==> config.mk <==
export PLATFORM = sky130hd
export DESIGN_NAME = piece_plotter
export DESIGN_NICKNAME = d
export VERILOG_FILES = /design/src/rtl/connect4_pkg.sv /design/src/rtl/square_raster.sv /design/src/rtl/piece_plotter.sv
export SDC_FILE = /design/constraint.sdc
export NUM_CORES = 1
export LEC_CHECK = 0
export ABC_CLOCK_PERIOD_IN_PS = 2900
export CORE_ASPECT_RATIO = 0.7
export CORE_MARGIN = 5
export CORE_UTILIZATION = 53
export CTS_BUF_LIST = sky130_fd_sc_hd__clkbuf_8
export DETAILED_ROUTE_END_ITERATION = 10
export PLACE_DENSITY = 0.76
export SLEW_MARGIN = 5
export SYNTH_ARGS = -nofsm -noshare
export SYNTH_HDL_FRONTEND = slang
export SYNTH_HIERARCHICAL = 1
export SYNTH_SLANG_ARGS = --single-unit
==> constraint.sdc <==
create_clock -name clk -period 2.9 [get_ports clk]
set_input_delay 0.29 -clock clk [delete_from_list [all_inputs] [get_ports clk]]
set_output_delay 0.29 -clock clk [all_outputs]
set_load 0.01 [all_outputs]
==> src/rtl/connect4_pkg.sv <==
`default_nettype none
// ============================================================================
//  Module   : connect4_pkg
//  Purpose  : Shared definitions for the Connect-4 piece plotter: the draw-mode
//             encodings, the plotter FSM state encoding and the default
//             colours.
//  Revision : 1.0  initial release
// ============================================================================
package connect4_pkg;

    // Draw command modes
    localparam logic [1:0] C_MODE_PLACE = 2'b00;
    localparam logic [1:0] C_MODE_HOVER = 2'b01;
    localparam logic [1:0] C_MODE_DROP  = 2'b10;
    localparam logic [1:0] C_MODE_ERASE = 2'b11;

    // Plotter FSM states
    typedef enum logic [2:0] {
        S_IDLE   = 3'd0,
        S_DRAW   = 3'd1,
        S_WAIT   = 3'd2,
        S_ERASE  = 3'd3,
        S_DONE   = 3'd4,
        S_REJECT = 3'd5
    } state_t;

    // Default colours
    localparam logic [2:0] C_COL_P0 = 3'b100;
    localparam logic [2:0] C_COL_P1 = 3'b110;
    localparam logic [2:0] C_COL_BG = 3'b000;

endpackage
`default_nettype wire

==> src/rtl/square_raster.sv <==
`default_nettype none
// ============================================================================
//  Module   : square_raster
//  Purpose  : Pixel counter that walks a BLOCK x BLOCK square in raster order
//             (dx fastest). Shared by the draw and erase passes.
//  Ports    : clk, reset     clock, async active-high reset
//             load           restart at pixel 0 (priority over step)
//             step           advance one pixel
//             dx, dy         current offset inside the square
//             last           current pixel is the final one of the square
//  Revision : 1.0  initial release
// ============================================================================
module square_raster #(
    parameter int BLOCK = 4
) (
    input  logic                       clk,
    input  logic                       reset,
    input  logic                       load,
    input  logic                       step,
    output logic [$clog2(BLOCK)-1:0]   dx,
    output logic [$clog2(BLOCK)-1:0]   dy,
    output logic                       last
);

    localparam int               LB    = $clog2(BLOCK);
    localparam logic [2*LB-1:0]  C_ONE = 1;

    logic [2*LB-1:0] r_cnt;

    // BLOCK is a power of two, so the counter wraps to 0 by itself after the
    // last pixel; a following pass can start without an explicit load.
    always_ff @(posedge clk or posedge reset) begin
        if (reset) begin
            r_cnt <= '0;
        end else if (load) begin
            r_cnt <= '0;
        end else if (step) begin
            r_cnt <= r_cnt + C_ONE;
        end
    end

    assign dx   = r_cnt[LB-1:0];
    assign dy   = r_cnt[2*LB-1:LB];
    assign last = &r_cnt;

endmodule
`default_nettype wire

==> src/rtl/piece_plotter.sv <==
`default_nettype none
// ============================================================================
//  Module   : piece_plotter
//  Purpose  : Rasterises one Connect-4 piece (BLOCK x BLOCK square) into the
//             VGA adapter, one pixel per clock. Modes: place, hover, animated
//             drop (draw / wait / erase row by row) and erase.
//  Ports    : clk, reset              clock, async active-high reset
//             start                   command strobe (taken only when idle)
//             col, row, player, mode  command fields
//             x, y, colour, plot      registered pixel write to the adapter
//             busy                    command in progress
//             done                    one-cycle completion pulse
//             err                     one-cycle pulse with done on rejection
//  Revision : 1.0  initial release
// ============================================================================
module piece_plotter
    import connect4_pkg::*;
#(
    parameter int         GRID      = 2,
    parameter int         BLOCK     = 4,
    parameter int         COLS      = 7,
    parameter int         ROWS      = 6,
    parameter int         X_W       = 9,
    parameter int         Y_W       = 9,
    parameter int         HOVER_Y   = 128,
    parameter int         FRAME_DLY = 3000000,
    parameter logic [2:0] COL_P0    = C_COL_P0,
    parameter logic [2:0] COL_P1    = C_COL_P1,
    parameter logic [2:0] COL_BG    = C_COL_BG
) (
    input  logic           clk,
    input  logic           reset,
    input  logic           start,
    input  logic [2:0]     col,
    input  logic [2:0]     row,
    input  logic           player,
    input  logic [1:0]     mode,
    output logic [X_W-1:0] x,
    output logic [Y_W-1:0] y,
    output logic [2:0]     colour,
    output logic           plot,
    output logic           busy,
    output logic           done,
    output logic           err
);

    localparam int LB     = $clog2(BLOCK);
    localparam int WAIT_W = $clog2(FRAME_DLY + 1);

    state_t            r_state;
    state_t            w_state_nxt;

    logic [2:0]        r_col;
    logic [2:0]        r_row;
    logic [2:0]        r_cur_row;
    logic              r_player;
    logic [1:0]        r_mode;
    logic [WAIT_W-1:0] r_wait;

    logic [X_W-1:0]    r_x;
    logic [Y_W-1:0]    r_y;
    logic [2:0]        r_colour;
    logic              r_plot;
    logic              r_busy;
    logic              r_done;
    logic              r_err;

    logic              w_bad_cmd;
    logic              w_accept;
    logic              w_rast_load;
    logic              w_rast_step;
    logic              w_row_inc;
    logic              w_pix_plot;
    logic              w_pix_bg;
    logic              w_busy;
    logic              w_done;
    logic              w_err;
    logic [LB-1:0]     w_dx;
    logic [LB-1:0]     w_dy;
    logic              w_last;
    logic [X_W-1:0]    w_bx;
    logic [Y_W-1:0]    w_by;

    square_raster #(
        .BLOCK (BLOCK)
    ) u_raster (
        .clk   (clk),
        .reset (reset),
        .load  (w_rast_load),
        .step  (w_rast_step),
        .dx    (w_dx),
        .dy    (w_dy),
        .last  (w_last)
    );

    // Hover ignores the row field, so only its column is range-checked.
    assign w_bad_cmd = (int'(col) >= COLS) ||
                       ((mode != C_MODE_HOVER) && (int'(row) >= ROWS));

    // Cell origin: (n+1)*GRID + n*BLOCK == n*(GRID+BLOCK) + GRID
    assign w_bx = X_W'(r_col) * X_W'(GRID + BLOCK) + X_W'(GRID);
    assign w_by = (r_mode == C_MODE_HOVER) ? Y_W'(HOVER_Y)
                : Y_W'(r_cur_row) * Y_W'(GRID + BLOCK) + Y_W'(GRID);

    always_ff @(posedge clk or posedge reset) begin
        if (reset) begin
            r_state <= S_IDLE;
        end else begin
            r_state <= w_state_nxt;
        end
    end

    always_comb begin
        w_state_nxt = r_state;
        w_accept    = 1'b0;
        w_rast_load = 1'b0;
        w_rast_step = 1'b0;
        w_row_inc   = 1'b0;
        w_pix_plot  = 1'b0;
        w_pix_bg    = 1'b0;
        w_busy      = 1'b0;
        w_done      = 1'b0;
        w_err       = 1'b0;
        case (r_state)
            S_IDLE: begin
                if (start) begin
                    w_accept    = 1'b1;
                    w_rast_load = 1'b1;
                    w_state_nxt = w_bad_cmd ? S_REJECT : S_DRAW;
                end
            end
            S_DRAW: begin
                w_busy      = 1'b1;
                w_pix_plot  = 1'b1;
                w_pix_bg    = (r_mode == C_MODE_ERASE);
                w_rast_step = 1'b1;
                if (w_last) begin
                    if ((r_mode == C_MODE_DROP) && (r_cur_row != r_row)) begin
                        w_state_nxt = S_WAIT;
                    end else begin
                        w_state_nxt = S_DONE;
                    end
                end
            end
            S_WAIT: begin
                w_busy = 1'b1;
                if (r_wait == WAIT_W'(FRAME_DLY - 1)) begin
                    w_rast_load = 1'b1;
                    w_state_nxt = S_ERASE;
                end
            end
            S_ERASE: begin
                w_busy      = 1'b1;
                w_pix_plot  = 1'b1;
                w_pix_bg    = 1'b1;
                w_rast_step = 1'b1;
                if (w_last) begin
                    w_row_inc   = 1'b1;
                    w_state_nxt = S_DRAW;
                end
            end
            S_DONE: begin
                w_done      = 1'b1;
                w_state_nxt = S_IDLE;
            end
            S_REJECT: begin
                w_done      = 1'b1;
                w_err       = 1'b1;
                w_state_nxt = S_IDLE;
            end
            default: begin
                w_state_nxt = S_IDLE;
            end
        endcase
    end

    // Command latches, frame-delay counter and registered pixel outputs.
    // Outputs are registered from the current state, which puts the first
    // plot and the rising busy on the edge after acceptance.
    always_ff @(posedge clk or posedge reset) begin
        if (reset) begin
            r_col     <= '0;
            r_row     <= '0;
            r_cur_row <= '0;
            r_player  <= 1'b0;
            r_mode    <= '0;
            r_wait    <= '0;
            r_x       <= '0;
            r_y       <= '0;
            r_colour  <= '0;
            r_plot    <= 1'b0;
            r_busy    <= 1'b0;
            r_done    <= 1'b0;
            r_err     <= 1'b0;
        end else begin
            if (w_accept) begin
                r_col     <= col;
                r_row     <= row;
                r_player  <= player;
                r_mode    <= mode;
                r_cur_row <= (mode == C_MODE_DROP) ? 3'd0 : row;
            end else if (w_row_inc) begin
                r_cur_row <= r_cur_row + 3'd1;
            end

            r_wait <= (r_state == S_WAIT) ? r_wait + WAIT_W'(1) : '0;

            r_plot <= w_pix_plot;
            r_busy <= w_busy;
            r_done <= w_done;
            r_err  <= w_err;

            // Position and colour hold their last value while plot is low.
            if (w_pix_plot) begin
                r_x      <= w_bx + X_W'(w_dx);
                r_y      <= w_by + Y_W'(w_dy);
                r_colour <= w_pix_bg ? COL_BG : (r_player ? COL_P1 : COL_P0);
            end
        end
    end

    assign x      = r_x;
    assign y      = r_y;
    assign colour = r_colour;
    assign plot   = r_plot;
    assign busy   = r_busy;
    assign done   = r_done;
    assign err    = r_err;

endmodule
`default_nettype wire

# [Yosys cells after proc, flatten, opt, wreduce, memory -nomap -nowiden]
# Cells that the tools add are included.
[op_classes] mux=27 order_cmp=2 n_eq_ne=16 reduce_logical=11 add_sub_neg=7 n_mul=2
[ops] operator="$mux W3" count=10
[ops] operator="$add A22 B1 Y22 const B" count=1
[ops] operator="$eq A22 B22 Y1 const B" count=1
[ops] operator="$mux W22" count=1
[ops] operator="$add A6 B2 Y7 const B" count=2
[ops] operator="$pmux W3 S4" count=1
[ops] operator="$mul A3 B2 Y5 const B" count=2
[ops] operator="$add A8 B2 Y9" count=1
[ops] operator="$mux W1" count=9
[ops] operator="$add A7 B2 Y8" count=1
[ops] operator="$mux W4" count=2
[ops] operator="$mux W8" count=1
[ops] operator="$reduce_and A4 Y1" count=2
[ops] operator="$eq A2 B2 Y1 const B" count=3
[ops] operator="$eq A3 B2 Y1 const B" count=2
[ops] operator="$eq A3 B3 Y1 const B" count=2
[ops] operator="$ge A3 B3 Y1 const B" count=2
[ops] operator="$ne A2 B1 Y1 const B" count=3
[ops] operator="$add A4 B1 Y4 const B" count=1
[ops] operator="$ne A2 B2 Y1 const B" count=2
[ops] operator="$pmux W1 S2" count=2
[ops] operator="$reduce_bool A2 Y1" count=2
[ops] operator="$reduce_or A2 Y1" count=2
[ops] operator="$add A3 B1 Y3 const B" count=1
[ops] operator="8 further kinds" count=9
[word_totals] output_inout_bits=25 input_bits=12 regBits=66 word_cells=80

# [Longest topological paths before layout]
# Gate-level depths: netlist of run 1.
[depth] ltp_word=6 mapped_depth=8 depth_no_buf=8

# [By module]
# Netlist of run 1, hierarchy kept.
[by_module_without_submodules] module="piece_plotter" n_inst=1 cells_per_inst=319 area_each_um2=3099.2 seq_area_each_um2=1476.4
[by_module_without_submodules] module="square_raster" n_inst=1 cells_per_inst=18 area_each_um2=202.7 seq_area_each_um2=100.1

# [Worst setup path before layout of run 1]
# Ideal clock, no wire load.
[synth_path] path_kind="register to register" startpoint="reg r_cur_row[1]" endpoint="reg r_y[5] (netlist: y[5])" required_time_ns=2.818 setup_ns=0.082 synth_period_minus_slack_ns=2.270 path_stages_with_launch=7 path_slack_ns=0.630 arrival_ns=2.188 n_path_buf=0 cell_sequence="dfrtp_1 -> ha_1 -> fa_1 -> nand3b_1 -> xnor2_1 -> or4_1 -> a31oi_1"
[synth_between] elab_chain_len=4
[synth_rtl] item="start, declared" line="piece_plotter.sv:55" source="logic [2:0] r_cur_row;"
[synth_rtl] item="start signal, assigned" line="piece_plotter.sv:201" source="r_cur_row <= (mode == C_MODE_DROP) ? 3'd0 : row;"
[synth_rtl] item="start signal, assigned" line="piece_plotter.sv:203" source="r_cur_row <= r_cur_row + 3'd1;"
[synth_rtl] item="$mul A3 B2 Y5" line="piece_plotter.sv:103" source=": Y_W'(r_cur_row) * Y_W'(GRID + BLOCK) + Y_W'(GRID);"
[synth_rtl] item="$add A6 B2 Y7" line="piece_plotter.sv:103"
[synth_rtl] item="$mux W8" line="piece_plotter.sv:102" source="assign w_by = (r_mode == C_MODE_HOVER) ? Y_W'(HOVER_Y)"
[synth_rtl] item="$add A8 B2 Y9" line="piece_plotter.sv:216" source="r_y <= w_by + Y_W'(w_dy);"
[synth_rtl] item="end signal, assigned" line="piece_plotter.sv:216"
[synth_rtl] item="end, declared" line="piece_plotter.sv:61" source="logic [Y_W-1:0] r_y;"
# Every way passes these cells.
# A chain may end at the register's enable or synchronous reset.

# [Final worst setup path of run 1]
[layout_path] startpoint="reg r_cur_row[0]" endpoint="reg r_y[4] (netlist: y[4])"
# Same word-level chain as after synthesis.

==> impl_summary.md, run 1 <==
Timing
The final cycle utilization of the critical path is between 80% and 90%. The number of pins exceeding their max-slew limit in the final report was 0. The minimum hold slack is 0.181 ns.

Setup repair after global routing left no endpoint under its margin. Setup violations remaining at the end of the flow were counted as 0. The final critical-path required period is around 2.5 ns. Measured against its own limit, the worst slew margin works out to about half. The count of final hold-check violations came to 0. At the pin with the least slew margin, the transition time is roughly 0.75 ns. For the final routed database, the setup TNS stands at 0 ns.

Derived from the worst setup path, the maximum achievable clock frequency is approximately 0.39 GHz. The post-route clock skew is approximately 0.0065 ns.

Place
The cell total after placement is 443. Port buffering added 33 buffers. The wire-length estimate of the detail-placed layout is 4930 um. The final weighted congestion in routability-driven placement is 0.854.

Setup path
For this run, the slowest stage of the critical path takes ~0.57 ns. The flop-to-flop setup slack is about 0.35 ns. STA classifies the critical path startpoint as a register. In this run the critical register-to-register path is launched from r_cur_row[0]. The endpoint of the worst register-to-register path is y[4]. Counting cells, the worst reg-to-reg path comes to 6.

The setup path with the least slack is of type reg2reg. The critical path capture point type is a register. Traced cell by cell, the critical path runs through ha_1, fa_1, xor2_1, nor4bb_1, o21ai_0, a31oi_1. The data arrival time of the critical path is approximately 2.8 ns. Along the worst path, the maximum fanout reaches 7.

The critical path required time is approximately 3.2 ns. The largest individual stage delay along the critical path comes from the cell fa_1.

Detailed routing
The number of vias after detailed routing is roughly 2500. The antenna violation net count after detailed routing is 0. The residual DRC count is 0. The final layout contains routed wiring with a total length of 6670 um. The DRC violation total after the first TritonRoute iteration is ~170.

Using the TritonRoute via totals, the vias-per-cell ratio works out to approximately 5.5. The first detailed-routing pass ran for 4 iterations. The average wire per standard cell is 14.5 um.

Global routing
Across every metal layer, demand over resource in global routing totals 18.2%. The global-route wire length before repair is approximately 12000 um. The via count of the first global-routing pass is between 2000 and 2500. Entering global routing, the biggest net connects 25 pins. Summed over all layers, the global routing overflow is 0. The initial antenna violation count was 0.

Die
The width of the die is about 100 um. The initial core utilization is a little over half. In this run the standard cell core region covers between 6000 and 7000 um^2. 37 I/O pins were placed. The total number of placement rows is 24. The floorplan step defined a die boundary enclosing 7930 um^2. The vertical extent of the die is 76.0 um.

Logic synthesis
The Yosys warning count is 6. Among all cell types in the netlist, the one instantiated most often is dfrtp_1. The share of async-settable or async-resettable flops after synthesis is 100%. The most used flip-flop cell after synthesis is dfrtp_1. The mean cell area of the mapped netlist is a little under 10 um^2.

The number of distinct library cell variants in the gate-level netlist after synthesis is between 50 and 60. The number of enable flip-flop cells after synthesis is 0. Ranked by instance count, the synthesized netlist is headed by dfrtp_1 (63), nand2_1 (48), nor2_1 (31), o21ai_0 (16), nand3_1 (15). The number of instances in the synthesized netlist is approximately 340. The flop and latch count out of synthesis is between 60 and 70.

Sequential cells were found to cover 47.7% of the synthesized design area. In this run the biggest area consumer among cell types represents around 48% of the synthesized area. The cell accounting for the most synthesized area is dfrtp_1. The synthesized netlist occupies a cell area of 3300 um^2. Ranked by total cell area, the synthesized netlist is headed by dfrtp_1 (48%), nand2_1 (5.5%), ha_1 (5.3%), xor2_1 (3.7%), nor2_1 (3.5%).

Cells and area
The count of non-filler cells in the finished layout is between 400 and 500. The number of nets in the layout is 404. The area occupied by registers is between 1500 and 2000 um^2. Measured on the finished design, the core utilization comes to between 60% and 70%. The area overhead of the layout relative to synthesis is 18.3%. The post-route netlist has between 10 and 15% of its cells at a drive strength greater than 1. The count of antenna diodes in the layout is 0. The area of combinational cells with multiple inputs is roughly 1600 um^2. The number of fill cells in the layout is around 510.

Clocking
The number of clock buffers inserted by TritonCTS is 9. For the worst-skew pair, the clock arrives at the later sink with an insertion delay of approximately 0.33 ns. Counting every sink on the clock net gives 63. The buffer levels on the longest clock path is 2. In this run the post-CTS setup repair buffer count came out at 0. The number of instances resized during post-cts repair is 0.

TritonCTS built the clock tree. The number of levels the H-tree was split into is 3. Hold repair after CTS inserted 0 buffers. After clock tree synthesis, the clock-pin slew on the worst setup and hold paths is about 0.07 ns. The root buffer cell chosen for the clock tree is clkbuf_8.

Power and ir drop
In this run the static leakage power is 1.76 nW. The maximum vdd drop is between 0.6 and 0.7 mV. Dividing total power by cell area gives a power density of approximately 950 nW/um^2.

Job
The total of max-cap violations is 0.

Status
The run finished with clean final reports.

Hold path
The min-delay analysis places its worst path in the category in2async.
## cell usage in the layout (no fill, tap or decap), types with 10 or more instances in the layout
cell / Yosys / final
nor2_1: 31 / 31
clkbuf_8: 0 / 10
nand3_1: 15 / 15
xnor2_1: 11 / 11
xor2_1: 14 / 14
inv_1: 13 / 14
dfrtp_1: 63 / 63
a21oi_1: 12 / 12
clkdlybuf4s50_1: 0 / 33
o21ai_0: 16 / 16
nand2_1: 48 / 48
ha_1: 14 / 14
## worst max path at each step
stage / from / end / depth (start not counted)
floorplan: r_cur_row[1] / y[5] / 6
global placement: r_cur_row[0] / y[5] / 6
detailed placement: r_cur_row[0] / y[4] / 6
CTS: r_cur_row[0] / y[4] / 6
global route: r_cur_row[0] / y[6] / 6
finish: r_cur_row[0] / y[4] / 6
## metrics by stage
step	worst slack, ns	area [um^2]	power (W)
floorplan	0.630	3310	0.00249
global placement	0.510	3720	0.00295
detailed placement	0.362	3720	0.00301
CTS	0.339	3910	0.00375
global route	0.0815	3910	0.00405
finish	0.355	3910	0.00371
## worst max-delay path: cells and delay by family (launching register included)
family                   cells  cell delay [ns]
adder cells (fa/ha/maj)      2             0.88
AND/OR/NAND/NOR              1             0.51
AO/OA/AOI/OAI                2             0.36
flip-flops                   1             0.47
XOR/XNOR                     1             0.25
## cell families after synthesis
logic type               count (synthesis)  synth area share (%)
AND/OR/NAND/NOR                        145                  22.2
other                                    1                 0.114
XOR/XNOR                                26                  7.12
flip-flops                              63                  47.7
adder cells (fa/ha/maj)                 16                  6.52
AO/OA/AOI/OAI                           51                  9.82
multiplexers                             8                  2.80
buffers and inverters                   27                  3.71
## routing by layer
metal	GRT usage, %	part of all wire [%]
met5	0	0
met4	6.47	1.6
met3	5.50	6.2
met2	25.5	44
met1	26.7	49
## power breakdown
group | switching (W) | total [W] | internal [W]
Sequential | 0.000228 | 0.00138 | 0.00115
Clock | 0.000321 | 0.000731 | 0.000409
Combinational | 0.000816 | 0.00161 | 0.000790
## cell type report
| cell class | instances | share of cell area (%) |
|---|---|---|
| multi-input cells | 249 | 41.2 |
| flip-flops and latches | 63 | 40.4 |
| repair buffers | 40 | 9.80 |
| clock buffers | 10 | 3.52 |
| well taps | 78 | 2.50 |
| clock inverters | 6 | 1.35 |
| inverters | 13 | 1.25 |
## registers in the layout, summed over array words and instances, names as in the netlist, 2 cells and up
| name | count |
|---|---|
| colour | 2 |
| r_col | 3 |
| r_cur_row | 3 |
| r_mode | 2 |
| r_row | 3 |
| r_state | 3 |
| r_wait | 22 |
| u_raster/r_cnt | 4 |
| x | 7 |
| y | 9 |
(Power assumes the default switching activity.)
==> run 2, diff against run 1 <==
CORE_MARGIN = unset   (was 5)
SKIP_CTS_REPAIR_TIMING = 1   (was unset)
==> run 2 against run 1 <==
Count of clock-buffer cells in the layout is 1 higher. Core utilization is 2.6 points higher. Worst setup slack better by 0.035 ns. Critical path type unchanged. Critical endpoint is now y[5]. Largest cell class unchanged. Highest routed layer unchanged.
==> impl_summary.md, run 2 (synthesis results as in run 1) <==
Status
The flow ran to the end, and the final reports show no timing, DRC or antenna violations.

Detailed routing
The final routed wirelength across all metal layers is 6440 um. The average wire per standard cell is approximately 14 um. Using the TritonRoute via totals, the vias-per-cell ratio works out to about 5.5. The routed layout has 2496 vias. In this run, the number of DRC markers left after iteration 0 of detailed routing was 190. The count of nets left with antenna violations once routing finished came out at 0.

The first TritonRoute pass finished after 4 iterations. The residual DRC count is 0.

Setup path
The number of buffers and inverters on the critical path is 0. The largest single stage delay on the critical path is ~0.57 ns. STA classifies the critical path endpoint as a register. In this run the worst path has a maximum fanout of 7. The beginning of the worst register-to-register path is r_cur_row[0].

Data on the critical path arrives at its endpoint at 2.76 ns. The kind of cell with the highest combined delay along the critical path is adder cells. The flop-to-flop setup slack is between 0.3 and 0.4 ns. The critical path required time is 3.15 ns. Walking the worst path, the cells encountered are ha_1, fa_1, nand3b_1, xnor2_1, or4_1, a31oi_1. The length in cells of the worst reg-to-reg path is 6. The cell with the largest stage delay on the worst path is fa_1. The worst setup path is launched from a register. The endpoint of the worst register-to-register path is y[5]. The critical path is of the reg2reg type.

Place
The number of port buffers is 33. Counting tap cells, the placed design contains a total of between 400 and 500 instances. Summed over all nets, the half-perimeter wirelength after detailed placement is roughly 4600 um. The congestion estimate from routability-driven global placement came to about 0.83.

Cells and area
The count of antenna diodes in the layout is 0. The post-route netlist has about 10% of its cells at a drive strength greater than 1. The number of nets in the layout is 402.

The area overhead of the layout relative to synthesis is 17.9%. The multi-input combinational cells in the finished layout cover a total of 1610 um^2. The area occupied by registers is between 1500 and 2000 um^2. The layout has between 400 and 500 filler cells. The top cell types in the final layout, fill and taps aside, are dfrtp_1 (63), nand2_1 (48), clkdlybuf4s50_1 (33). The flip-flop count of the largest register, all copies and words added is 22.

The most common cell after layout, fill and taps aside is dfrtp_1. The register with the most flip-flops is r_wait. Once layout is complete, the cells apart from fillers number between 400 and 500.

Power and ir drop
The net switching power figure is 0.00136 W. In this run the power density over the cells is ~960 nW/um^2. The maximum vdd drop is roughly 0.71 mV. The completed layout was analyzed and its total power is around 0.0037 W.

Summed over all cells, the static leakage comes to roughly 1.7 nW. The fraction of power consumed by the clock network is about a fifth. In this run switching power makes up 36.4% of total power.

In this run, flip-flops and latches consume approximately 37% of the power. The cell internal power dissipation is between 0.002 and 0.0025 W. The combinational group share of total power is 42.9%.

Global routing
The initial antenna violation count came to 0. Global routing used about 22% of the available tracks. The first global-routing pass estimated ~11000 um of wire. Summed over all layers, the global routing overflow is 0. The via count of the first global-routing pass is 2220. The largest net degree at the start of global routing is 60.

Timing
The number of pins exceeding their max-slew limit in the final report was 0. Setup repair after global routing left no endpoint under its margin. The worst max-slew margin expressed relative to the limit is between 40% and 50%. The slew at the pin closest to its max-slew limit is just over 0.8 ns.

The worst path in the final design needs a cycle of approximately 2.5 ns, including I/O delays and setup. The worst path uses ~87% of the clock period. The post-route clock skew is roughly 0.006 ns.

Summed over all failing endpoints, the final setup total negative slack is 0 ns. The total setup violations reported at the end of the flow is 0. The maximum achievable frequency is 0.398 GHz.

The count of final hold-check violations is 0.

Die
The die area is 6550 um^2. The region available for standard cell placement spans approximately 5900 um^2. Row generation in the floorplan step produced 23 rows. The vertical extent of the die is approximately 68 um.

The width of the die is ~96 um. The number of top-level design ports is 37. For this configuration, the core starts out at a cell density of approximately 56%.

Hold path
The worst hold path belongs to the class in2async.

Clocking
The clock passes through at most 2 buffers. The insertion delay to the later sink of the worst-skew pair is 0.33 ns. The CTS tree is yes. Clock-pin slew was measured on the worst setup and hold paths at approximately 0.070 ns.

The number of clock buffers inserted by TritonCTS is 9. The clock net in this run drives a total of 63 sinks. The root buffer cell is clkbuf_8. The H-tree was split into 3 levels.

Job
The tool flagged a number of max-cap violations equal to 0.
==> run 2: final cells by class <==
| class | instances | area share, % |
|---|---|---|
| Clock inverter | 4 | 1.16 |
| Sequential cell | 63 | 40.5 |
| Tap cell | 75 | 2.41 |
| Multi-Input combinational cell | 249 | 41.4 |
| Clock buffer | 11 | 3.89 |
| Inverter | 13 | 1.25 |
| Timing Repair Buffer | 38 | 9.45 |
==> run 2: power by group through the flow <==
stage                     registers (W)  logic, W  clock network, W
final                           0.00138   0.00160          0.000753
after detailed placement        0.00139   0.00160                 0
after global placement          0.00138   0.00157                 0
after global routing            0.00142   0.00184          0.000812
after floorplan                 0.00138   0.00110                 0
after CTS                       0.00138   0.00162          0.000775
==> run 2: how the worst max path moves through the flow <==
stage | startpoint | to | slack, ns | cells past startpoint
2_1_floorplan | r_cur_row[1] | y[5] | 0.63 | 6
3_3_place_gp | r_cur_row[0] | y[5] | 0.50 | 6
3_5_place_dp | r_cur_row[0] | y[5] | 0.42 | 6
4_1_cts | r_cur_row[0] | y[5] | 0.40 | 6
5_1_grt | r_cur_row[0] | y[6] | 0.17 | 6
6_report | r_cur_row[0] | y[5] | 0.39 | 6
==> run 2: metrics by stage <==
step                      hold slack (ns)  worst slack (ns)  instance area [um^2]  util [%]
after floorplan                    0.0561             0.630                  3310         -
after global placement              0.460             0.498                  3700      63.0
after detailed placement            0.461             0.416                  3700      63.0
after CTS                           0.176             0.397                  3890      66.3
after global routing                0.183             0.168                  3890      66.3
final                               0.187             0.390                  3890      66.3
==> run 2: routing by layer <==
layer	GRT usage (%)	routed length (um)	vias to the layer above
met5	0	0	-
met4	6.07	27	0
met3	6.67	311	2
met2	31.3	2690	65
met1	33.2	3410	1194
li1	-	-	1235
==> run 3, diff against run 2 <==
HOLD_SLACK_MARGIN = 0.05   (was unset)
==> results of run 3 <==
Same layout as run 2: the final DEF is identical, and so are final timing and power.
